<file path="config.mk">
export PLATFORM = sky130hd
export DESIGN_NAME = node_iter_succ
export DESIGN_NICKNAME = d
export VERILOG_FILES = /design/src/rtl/node_iter_succ.sv
export SDC_FILE = /design/constraint.sdc
export NUM_CORES = 1
export LEC_CHECK = 0
export CAP_MARGIN = 20
export CORE_MARGIN = 5
export CORE_UTILIZATION = 38
export DETAILED_ROUTE_END_ITERATION = 8
export PLACE_DENSITY = 0.73
export SLEW_MARGIN = 20
export SYNTH_ARGS = -nofsm -noshare
export SYNTH_HDL_FRONTEND = slang
export SYNTH_SLANG_ARGS = --single-unit
</file>
<file path="constraint.sdc">
create_clock -name CLK -period 2.24 [get_ports CLK]
set_input_delay 0.224 -clock CLK [delete_from_list [all_inputs] [get_ports CLK]]
set_output_delay 0.224 -clock CLK [all_outputs]
set_load 0.05 [all_outputs]
</file>
<file path="src/rtl/node_iter_succ.sv">
// node_iter_succ
// Successor node for the recursive-function tree. Computes RES = IN + CNT by
// applying the successor operation CNT times, one step per clock. This avoids
// a combinational adder chain. Wrap or saturate behaviour is chosen per
// operation, and overflow is reported through OVF.
//
// Ports:
//   CLK   - clock, all state changes on the rising edge
//   RST   - synchronous active-low reset
//   ST    - start request, an operation launches on its rising edge while idle
//   IN    - base operand (W bits), captured at launch
//   CNT   - number of successor steps (CNT_W bits), captured at launch
//   MODE  - 0 = wrap modulo 2^W, 1 = saturate at 2^W-1, captured at launch
//   RD    - ready: 1 = idle with RES/OVF valid, 0 = busy
//   RES   - result of the last completed operation
//   OVF   - overflow flag of the last completed operation
module node_iter_succ #(
  parameter int W     = 16,
  parameter int CNT_W = 8
) (
  input  logic             CLK,
  input  logic             RST,
  input  logic             ST,
  input  logic [W-1:0]     IN,
  input  logic [CNT_W-1:0] CNT,
  input  logic             MODE,
  output logic             RD,
  output logic [W-1:0]     RES,
  output logic             OVF
);

  typedef enum logic [0:0] {IDLE, RUN} state_t;

  localparam logic [W-1:0] MAXV = '1;

  state_t           state, state_nxt;
  logic             st_q;
  logic [W-1:0]     acc, acc_nxt;
  logic [CNT_W-1:0] rem, rem_nxt;
  logic             mode_q, mode_nxt;
  logic             ovf_int, ovf_int_nxt;
  logic             rd_nxt;
  logic [W-1:0]     res_nxt;
  logic             ovf_nxt;
  logic             st_rise;

  // Only a 0->1 transition of ST counts. A start held high across completion
  // must not relaunch.
  assign st_rise = ST & ~st_q;

  // Next-state and datapath decisions. In RUN, one successor step is taken
  // per cycle until the remaining count reaches zero. The following cycle
  // publishes the accumulator, which gives the CNT+1 busy cycles.
  always_comb begin
    state_nxt   = state;
    acc_nxt     = acc;
    rem_nxt     = rem;
    mode_nxt    = mode_q;
    ovf_int_nxt = ovf_int;
    rd_nxt      = RD;
    res_nxt     = RES;
    ovf_nxt     = OVF;
    case (state)
      IDLE: begin
        if (st_rise) begin
          acc_nxt     = IN;
          rem_nxt     = CNT;
          mode_nxt    = MODE;
          ovf_int_nxt = 1'b0;
          rd_nxt      = 1'b0;
          state_nxt   = RUN;
        end
      end
      RUN: begin
        if (rem == '0) begin
          res_nxt   = acc;
          ovf_nxt   = ovf_int;
          rd_nxt    = 1'b1;
          state_nxt = IDLE;
        end else begin
          rem_nxt = rem - 1'b1;
          if (acc == MAXV) begin
            // The overflow flag is sticky, so repeated wraps still report
            // one overflow. Saturate mode keeps the accumulator pinned.
            ovf_int_nxt = 1'b1;
            if (!mode_q)
              acc_nxt = '0;
          end else begin
            acc_nxt = acc + 1'b1;
          end
        end
      end
      default: state_nxt = IDLE;
    endcase
  end

  // State register. Reset aborts any running operation without publishing
  // a result. The start history tracks ST every cycle, including while busy.
  always_ff @(posedge CLK) begin
    if (!RST) begin
      state   <= IDLE;
      st_q    <= 1'b0;
      acc     <= '0;
      rem     <= '0;
      mode_q  <= 1'b0;
      ovf_int <= 1'b0;
      RD      <= 1'b1;
      RES     <= '0;
      OVF     <= 1'b0;
    end else begin
      state   <= state_nxt;
      st_q    <= ST;
      acc     <= acc_nxt;
      rem     <= rem_nxt;
      mode_q  <= mode_nxt;
      ovf_int <= ovf_int_nxt;
      RD      <= rd_nxt;
      RES     <= res_nxt;
      OVF     <= ovf_nxt;
    end
  end

endmodule

</file>
**Word-level counts from Yosys, hierarchy flattened**

Index checks and enable logic that the tools add are counted.

- Bitwise operators: 3
- Equal/unequal tests: 6
- Add/subtract/negate cells: 2
- Muxes and demuxes: 17
- Reduce and logical (&&, ||, !) cells: 7

Operators by type and width:

| cell | count |
|---|---|
| $mux 16 | 4 |
| $pmux 16 s2 | 1 |
| $add 16x1->16 const B | 1 |
| $eq 16x16->1 const B | 1 |
| $mux 8 | 2 |
| $pmux 8 s2 | 1 |
| $logic_not 8->1 | 1 |
| $reduce_and 2->1 | 4 |
| $sub 8x1->8 const B | 1 |
| $mux 1 | 6 |
| $pmux 1 s2 | 3 |
| $reduce_and 3->1 | 2 |
| $ne 2x1->1 const B | 2 |
| $ne 2x2->1 const B | 2 |
| $ne 3x3->1 const B | 1 |
| $not 1->1 | 2 |
| $and 1x1->1 | 1 |

- Input port bits: 28
- Register bits after elaboration: 46

**Depth between registers and ports, before layout**

Gate-level depths: netlist of the first run.

- Depth after elaboration: 4
- Depth in mapped cells: 8
- Gate-level depth less buffers: 7

**Worst setup path after synthesis of the first run**

No wires, ideal clock.

- Path type: flip-flop to flip-flop
- From: register acc[4]
- To: register acc[11]
- Stages on the path, launching flop included: 8
- Buffers on the path: 2
- Setup slack: 0.423 ns
- Setup time: 0.068 ns
- Arrival time: 1.749 ns
- Cell sequence: dfxtp_1 > buf_2 > nand4_4 > or4_4 > o31ai_4 > buf_6 > o21ai_1 > a21oi_2

- Longest elaborated chain between the ends: 4
- Elaborated cells on any way between the ends: 7
- Those cells by class: 1 x add/sub; 2 x eq/ne; 3 x mux; 1 x reduce/logical

Ends and longest elaborated chain:

| what | line | RTL |
|---|---|---|
| start: declaration | 38 | `logic [W-1:0] acc, acc_nxt;` |
| start signal: assignment | 113 | `acc <= acc_nxt;` |
| $add 16x1->16 or $eq 16x16->1 (tied branches) | 89, 82 |  |
| $mux 16 | 82 | `if (acc == MAXV) begin` |
| $mux 16 | 75 | `if (rem == '0) begin` |
| $pmux 16 s2 | 63 | `case (state)` |

Parallel ways exist; a longest one is shown, timed or not. The select of a mux whose other input is x is not followed.
A chain may end at the register's enable or synchronous reset.

**Final worst setup path of the first run**

- From: register acc[0]
- To: register acc[13]

Same word-level chain as after synthesis.

==> summary.md, run 1 <==
| Metric | Value |
|---|---|
| Drt initial violations | `between 200 and 300` |
| Core area | `about 6000 µm²` |
| Clock root buffer | `clkbuf_8` |
| RePlAce Congestion | `slightly above 0.9` |
| Total number of vias | `approximately 2500` |
| Synth area leader | `dfxtp_1` |
| Initial antenna violation count | `0` |
| Final Critical Period | `around 2000 ps` |
| Clock transition at path regs | `80 ps` |
| Crit path DAT | `2240 ps` |
| CTS tree | `built` |
| Final period util | `0.891` |
| TNS Setup | `0 ps` |
| Routed WL | `between 6000 and 7000 µm` |
| # DRC | `0` |
| Die ar. | `7930 µm²` |
| Worst-Skew Late Latency | `approximately 310 ps` |
| Worst-Margin Slew | `roughly 600 ps` |
| R2r setup slk | `~240 ps` |
| Syn_nets | `327` |
| Leak | `~1.2 nW` |
| Sequential area share after synthesis | `0.388` |
| Yosys reg bits | `46` |
| Placed Area | `roughly 3000 µm²` |
| Max-cap viol count | `0` |
| Hold endpoint | `RES[10]$_SDFFE_PN0P_` |
| Antenna Violating Nets Remaining | `0` |
| Met2 wire length | `around 3000 µm` |
| Post-synthesis cell count | `296` |
| Slew margin rel. | `0.598` |
| Status | `finished, final reports clean` |
| Setup CP Type | `flop to flop` |
| Final Cell Area | `between 3000 and 4000 µm²` |
| Initial core utilization | `0.396` |
| RR Endpoint | `acc[13]$_SDFFE_PN0P_` |
| EDFF count, synth | `0` |
| Clk sinks | `46` |
| GR Overflow Total | `0` |
| Pre-antenna DRT Iters | `5` |
| Cells taking the most area after synthesis | `dfxtp_1, a21oi_1, nand2_1` |
| I/O Buffers | `45` |
| Maximum clock rate | `501 MHz` |
| Diode count | `0` |
| Hold depth | `2` |
| Power density cells | `between 700 and 800 nW/µm²` |
| I/O pin count | `46` |
| HPWL Detailed | `just under 5000 µm` |
| Row count | `28` |
| WP data required | `around 2500 ps` |
| Die width | `89.1 µm` |
| Worst VDD drop | `about 0.33 mV` |
| CP startpoint kind | `flop` |
| Top sig layer | `met4` |
| Final net count | `384` |
| H-tree Lvls | `2` |
| Final Max Slew Viols | `0` |
| CTS Buf Count | `5` |
| Worst Hold Class | `flop to flop` |
| Largest net degree at the start of global routing | `30` |
| Final Hold Fails | `0` |
| Worst r2r src | `acc[0]$_SDFFE_PN0P_` |
| RSZ-0062 raised after global routing | `false` |
| Vias in the first global route | `between 2000 and 2500` |
| Reg2reg path depth | `7` |
| Ys flop type | `dfxtp_1` |
| Synth Cell Area | `around 2400 µm²` |
| Area delta synth->final | `33.5%` |
| Asr flop ratio synth | `0` |
| Final-layout fill cell count | `slightly below 600` |
| Post-synthesis cell type count | `57` |
| Share of layout cells above drive strength 1 | `0.141` |
| Hold Crit Start | `RES[10]$_SDFFE_PN0P_` |
| Drt via density | `between 5 and 6` |
| Die Span Y | `89.1 µm` |
| Syn Area/Cell | `8.02 µm²` |
| Setup violators final | `0` |
| WL met3 | `about 490 µm` |
| Crit path max fanout | `8` |
| Share of the synthesized area in the top cell type | `0.388` |
| Clk_skew | `approximately 7.5 ps` |
| Crit end category | `flop` |
| Routed WL per cell | `around 16 µm` |
| M1 wire length | `3010 µm` |
| GRT Resource Usage Total | `0.177` |
| Global-route wire length before repair | `~11000 µm` |
| Clock buffer depth | `2` |
| Yosys warnings | `0` |
-- stage by stage --
stage          utilization  cells  hold WS, ps  power [W]  worst slack [ps]
5_1_grt              0.529    429          473    0.00240               133
3_3_place_gp         0.501    418          446    0.00151               260
3_5_place_dp         0.501    418          448    0.00152               201
2_1_floorplan            -    296          346    0.00132               423
4_1_cts              0.525    426          460    0.00228               180
6_report             0.529    429          456    0.00229               244
-- registers in the layout (all words and copies together), names as in the netlist --
| register | flops |
|---|---|
| OVF | 1 |
| RD | 1 |
| RES | 16 |
| acc | 16 |
| mode_q | 1 |
| ovf_int | 1 |
| rem | 8 |
| st_q | 1 |
| state | 1 |
-- worst max path at each step --
stage,startpoint,to,cells past startpoint
floorplan,acc[4]$_SDFFE_PN0P_,acc[11]$_SDFFE_PN0P_,7
global placement,acc[4]$_SDFFE_PN0P_,acc[11]$_SDFFE_PN0P_,5
detailed placement,acc[0]$_SDFFE_PN0P_,acc[11]$_SDFFE_PN0P_,6
CTS,acc[0]$_SDFFE_PN0P_,acc[11]$_SDFFE_PN0P_,6
global route,acc[4]$_SDFFE_PN0P_,acc[13]$_SDFFE_PN0P_,7
finish,acc[0]$_SDFFE_PN0P_,acc[13]$_SDFFE_PN0P_,7
-- Yosys cell counts, types with 2 or more instances --
cell      instances
buf_2             4
clkbuf_1         16
nand4_1           2
a31oi_1           4
nor3_1            8
and3_1            2
a21oi_1          35
o21ai_0           6
nor2b_1           4
nand3_1          23
nor4_4            2
nand2_1          40
a32oi_1           2
a21oi_2           2
nor4_1            6
o21ai_1          10
a22oi_1           5
inv_1             7
xor2_1            3
dfxtp_1          46
o22ai_1           4
and2_1            3
ha_1              3
a211oi_1          2
a221oi_1          5
nor2_1           21
-- cell type report --
cell class,instances,area (µm²),area share
multi-input combinational,220,1330,0.419
clock inverter,2,60.1,0.0189
timing repair buffer,72,653,0.206
sequential,46,921,0.291
clock buffer,6,82.6,0.0261
inverter,8,30.0,0.00947
tap,75,93.8,0.0296
-- timing repair --
item | CTS | global route
resized for setup | 0 | 0
setup endpoints to repair | 0 | 1
hold buffers | 0 | 0
endpoints found under the hold margin | 0 | 0
buffers inserted | 0 | 3
-- worst max-delay path, cell delays in order, from the launching register on --
cell	delay [ps]
dfxtp_1	420
ha_1	210
nand3_1	140
or4_4	460
o31ai_4	280
buf_4	220
a221oi_1	60
nor2_1	140
-- cell families (layout without fill, tap and decap cells) --
family                     Yosys count  after routing  share of synthesized area
AOI/OAI and AO/OA                   90             90                      0.253
xor gates and xnor gates             4              4                     0.0148
adders and majority gates            3              3                     0.0158
buffers and inverters               30             88                     0.0527
DFF                                 46             46                      0.388
muxes                                2              2                    0.00896
and+or+nand+nor                    121            121                      0.267
-- metal layers --
metal / global-route usage / up-vias
li1: - / 1190
met5: 0 / -
met1: 0.252 / 1161
met4: 0.0771 / 0
met3: 0.0295 / 15
met2: 0.262 / 103
-- where the power goes --
| group | total, W | internal (W) | switching (W) |
|---|---|---|---|
| Combinational | 0.000573 | 0.000246 | 0.000327 |
| Sequential | 0.000955 | 0.000881 | 0.0000737 |
| Clock | 0.000760 | 0.000476 | 0.000284 |
| Total | 0.00229 | 0.00160 | 0.000685 |
-- cell usage in the layout, fill, tap and decap left out, types with 3 or more instances in the layout --
cell type,count
clkbuf_8,6
nor4_1,6
o21ai_1,10
dfxtp_1,46
clkdlybuf4s50_1,45
and2_1,3
a31oi_1,4
ha_1,3
inv_1,7
nand2_1,40
o21ai_0,6
nor3_1,8
nor2b_1,4
o22ai_1,4
a21oi_1,35
a221oi_1,5
nor2_1,21
nand3_1,23
buf_4,27
xor2_1,3
a22oi_1,5
No activity file was read; power rests on OpenSTA's default activity.
==> inputs of run 2 (changes only) <==
CORE_MARGIN = 10   (was 5)
REMOVE_ABC_BUFFERS = 1   (was not set)
==> run 2 against run 1 <==
Net effect:
- clock skew decreased by 4.7 ps
- core utilization decreased by 1.4 points
- cell count decreased by 0.70%
- worst hold slack got worse by 3.3 ps
- via count decreased by 0.65%
- critical path depth decreased by 1
- fmax decreased by 4.2%
- clock-buffer cell count increased by 1
- combinational power decreased by 1%
- die area increased by 24%
- critical endpoint is now acc[7]$_SDFFE_PN0P_
- largest power group unchanged
==> summary.md, run 2 (synthesis results as in run 1) <==
| Metric | Value |
|---|---|
| Initial core utilization | `0.396 (unchanged)` |
| Final Critical Period | `2080 ps (+88.6 ps)` |
| Crit end category | `flop` |
| Worst-Margin Slew | `604 ps (+3.08 ps)` |
| Worst VDD drop | `0.237 mV (-28%)` |
| Diode count | `0 (unchanged)` |
| Share of layout cells above drive strength 1 | `0.128 (-0.0130)` |
| GR Overflow Total | `0 (unchanged)` |
| M1 wire length | `3030 µm (+0.83%)` |
| Initial antenna violation count | `0 (unchanged)` |
| I/O pin count | `46 (unchanged)` |
| Dpl ws | `155 ps (-46.2 ps)` |
| Largest net degree at the start of global routing | `30 (unchanged)` |
| Regs by FF count | `RES x16, acc x16, rem x8` |
| Final Max Slew Viols | `0 (unchanged)` |
| Clock buffer depth | `2 (unchanged)` |
| Power density cells | `651 nW/µm² (-9.8%)` |
| Met2 wire length | `3170 µm (+5.3%)` |
| Final net count | `382 (-0.52%)` |
| Final Hold Fails | `0 (unchanged)` |
| Leak | `1.11 nW (-3.8%)` |
| Commonest non-fill, non-tap cell in the layout | `dfxtp_1` |
| Maximum clock rate | `480 MHz (-4.2%)` |
| CTS Buf Count | `5 (unchanged)` |
| Routed WL per cell | `16.4 µm (+5.3%)` |
| RePlAce Congestion | `0.866 (-4.4%)` |
| Clk sinks | `46 (unchanged)` |
| Total number of vias | `2453 (-0.65%)` |
| WL met3 | `619 µm (+26%)` |
| Global-route wire length before repair | `11400 µm (+4.2%)` |
| Pre-antenna DRT Iters | `5 (unchanged)` |
| HPWL Detailed | `5010 µm (+3.1%)` |
| TNS Setup | `0 ps (unchanged)` |
| Final Cell Area | `3090 µm² (-2.6%)` |
| Slack of the critical path | `155 ps (-88.6 ps)` |
| Routed WL | `6970 µm (+4.5%)` |
| Final period util | `0.931 (+0.0395)` |
| Clock root buffer | `clkbuf_8` |
| Status | `finished, final reports clean` |
| Top sig layer | `met4` |
| CP startpoint kind | `flop` |
| Total power | `0.00201 W (-12%)` |
| Die Span Y | `99.1 µm (+11%)` |
| Worst Hold Class | `flop to flop` |
| CTS tree | `built` |
| Die width | `99.1 µm (+11%)` |
| Crit path max fanout | `8 (unchanged)` |
| H-tree Lvls | `2 (unchanged)` |
| I/O Buffers | `45 (unchanged)` |
| Die ar. | `9810 µm² (+24%)` |
| Vias in the first global route | `2262 (+3.7%)` |
| GRT Resource Usage Total | `0.138 (-0.0390)` |
| Resized Gates After CTS | `0 (unchanged)` |
| Core area | `5990 µm² (unchanged)` |
| Row count | `28 (unchanged)` |
| Drt initial violations | `212 (-20%)` |
| # DRC | `0 (unchanged)` |
| WP data required | `2480 ps (about the same)` |
| Area delta synth->final | `30.0%` |
| Crit path DAT | `2320 ps (+80 ps)` |
| RSZ-0062 raised after global routing | `false` |
| Clock transition at path regs | `80 ps (about the same)` |
| Slew margin rel. | `0.596 (-0.00206)` |
| Hold Slack | `453 ps (-3.26 ps)` |
| Drt via density | `5.76 (about the same)` |
| Worst-Skew Late Latency | `300 ps (about the same)` |
| Setup CP Type | `flop to flop` |
| Clk_skew | `2.74 ps (-4.74 ps)` |
| Antenna Violating Nets Remaining | `0 (unchanged)` |
| Max-cap viol count | `0 (unchanged)` |
| Placed Area | `3000 µm² (-0.25%)` |
| R2r setup slk | `160 ps (-90 ps)` |
| Final-layout fill cell count | `576 (-0.69%)` |
| Setup violators final | `0 (unchanged)` |
| Most frequent cells in the layout | `dfxtp_1, clkdlybuf4s50_1, nand2_1` |
-- run 2: changes by cell type in the layout (fill, tap and decap cells not counted), sizes merged --
cell and change:
clkbuf +1, buf -2, bufinv -2
-- run 2: layer usage --
layer,vias up,track usage
li1,1186,-
met3,16,0.0370
met1,1136,0.179
met2,115,0.210
met5,-,0
met4,0,0.0540
-- run 2: metrics by stage --
step,instances,util
finish,426,0.515
global route,426,0.515
CTS,424,0.513
detailed placement,417,0.500
global placement,417,0.500
floorplan,274,-
-- run 2: path summary, 6_finish.rpt --
check                                    startpoint                   to  depth (start not counted)
worst max-delay path            acc[4]$_SDFFE_PN0P_  acc[7]$_SDFFE_PN0P_                          6
worst min-delay path            RES[6]$_SDFFE_PN0P_  RES[6]$_SDFFE_PN0P_                          2
worst max register to register  acc[4]$_SDFFE_PN0P_  acc[7]$_SDFFE_PN0P_                          6
worst min register to register  RES[6]$_SDFFE_PN0P_  RES[6]$_SDFFE_PN0P_                          2
-- run 2: layout make-up --
type / count / area [µm²] / area share
Inverter: 8 / 30.0 / 0.00972
Timing Repair Buffer: 70 / 638 / 0.207
Multi-Input combinational cell: 220 / 1330 / 0.430
Sequential cell: 46 / 921 / 0.298
Tap cell: 75 / 93.8 / 0.0304
Clock buffer: 7 / 76.3 / 0.0247
-- run 2: power by group --
part	switching (W)	total, W	internal, W
Sequential	0.0000769	0.000958	0.000881
Clock	0.000273	0.000488	0.000215
Combinational	0.000326	0.000565	0.000239
-- run 2: worst max-delay path: stages (launching register included) --
cell     delay (ps)
dfxtp_1         510
nand4_4         150
or4_4           580
o31ai_4         390
buf_4           210
o21ai_2          60
a21oi_2         130
-- run 2: what timing repair did --
action | 4_1_cts | 5_1_grt
hold buffers | 0 | 0
endpoints found under the setup margin | 0 | 1
buffers inserted | 0 | 2
==> inputs of run 3 (changes only) <==
--- a/constraint.sdc
+++ b/constraint.sdc
@@ -3,2 +3,2 @@
 set_output_delay 0.224 -clock CLK [all_outputs]
-set_load 0.05 [all_outputs]
+set_load 0.005 [all_outputs]
==> results of run 3 <==
Same layout as run 2 (identical final DEF). Status: finished, final reports clean.
Among the figures that moved: total power 0.00201 W -> 0.00198 W; worst IR drop on VDD 0.237 mV -> 0.235 mV
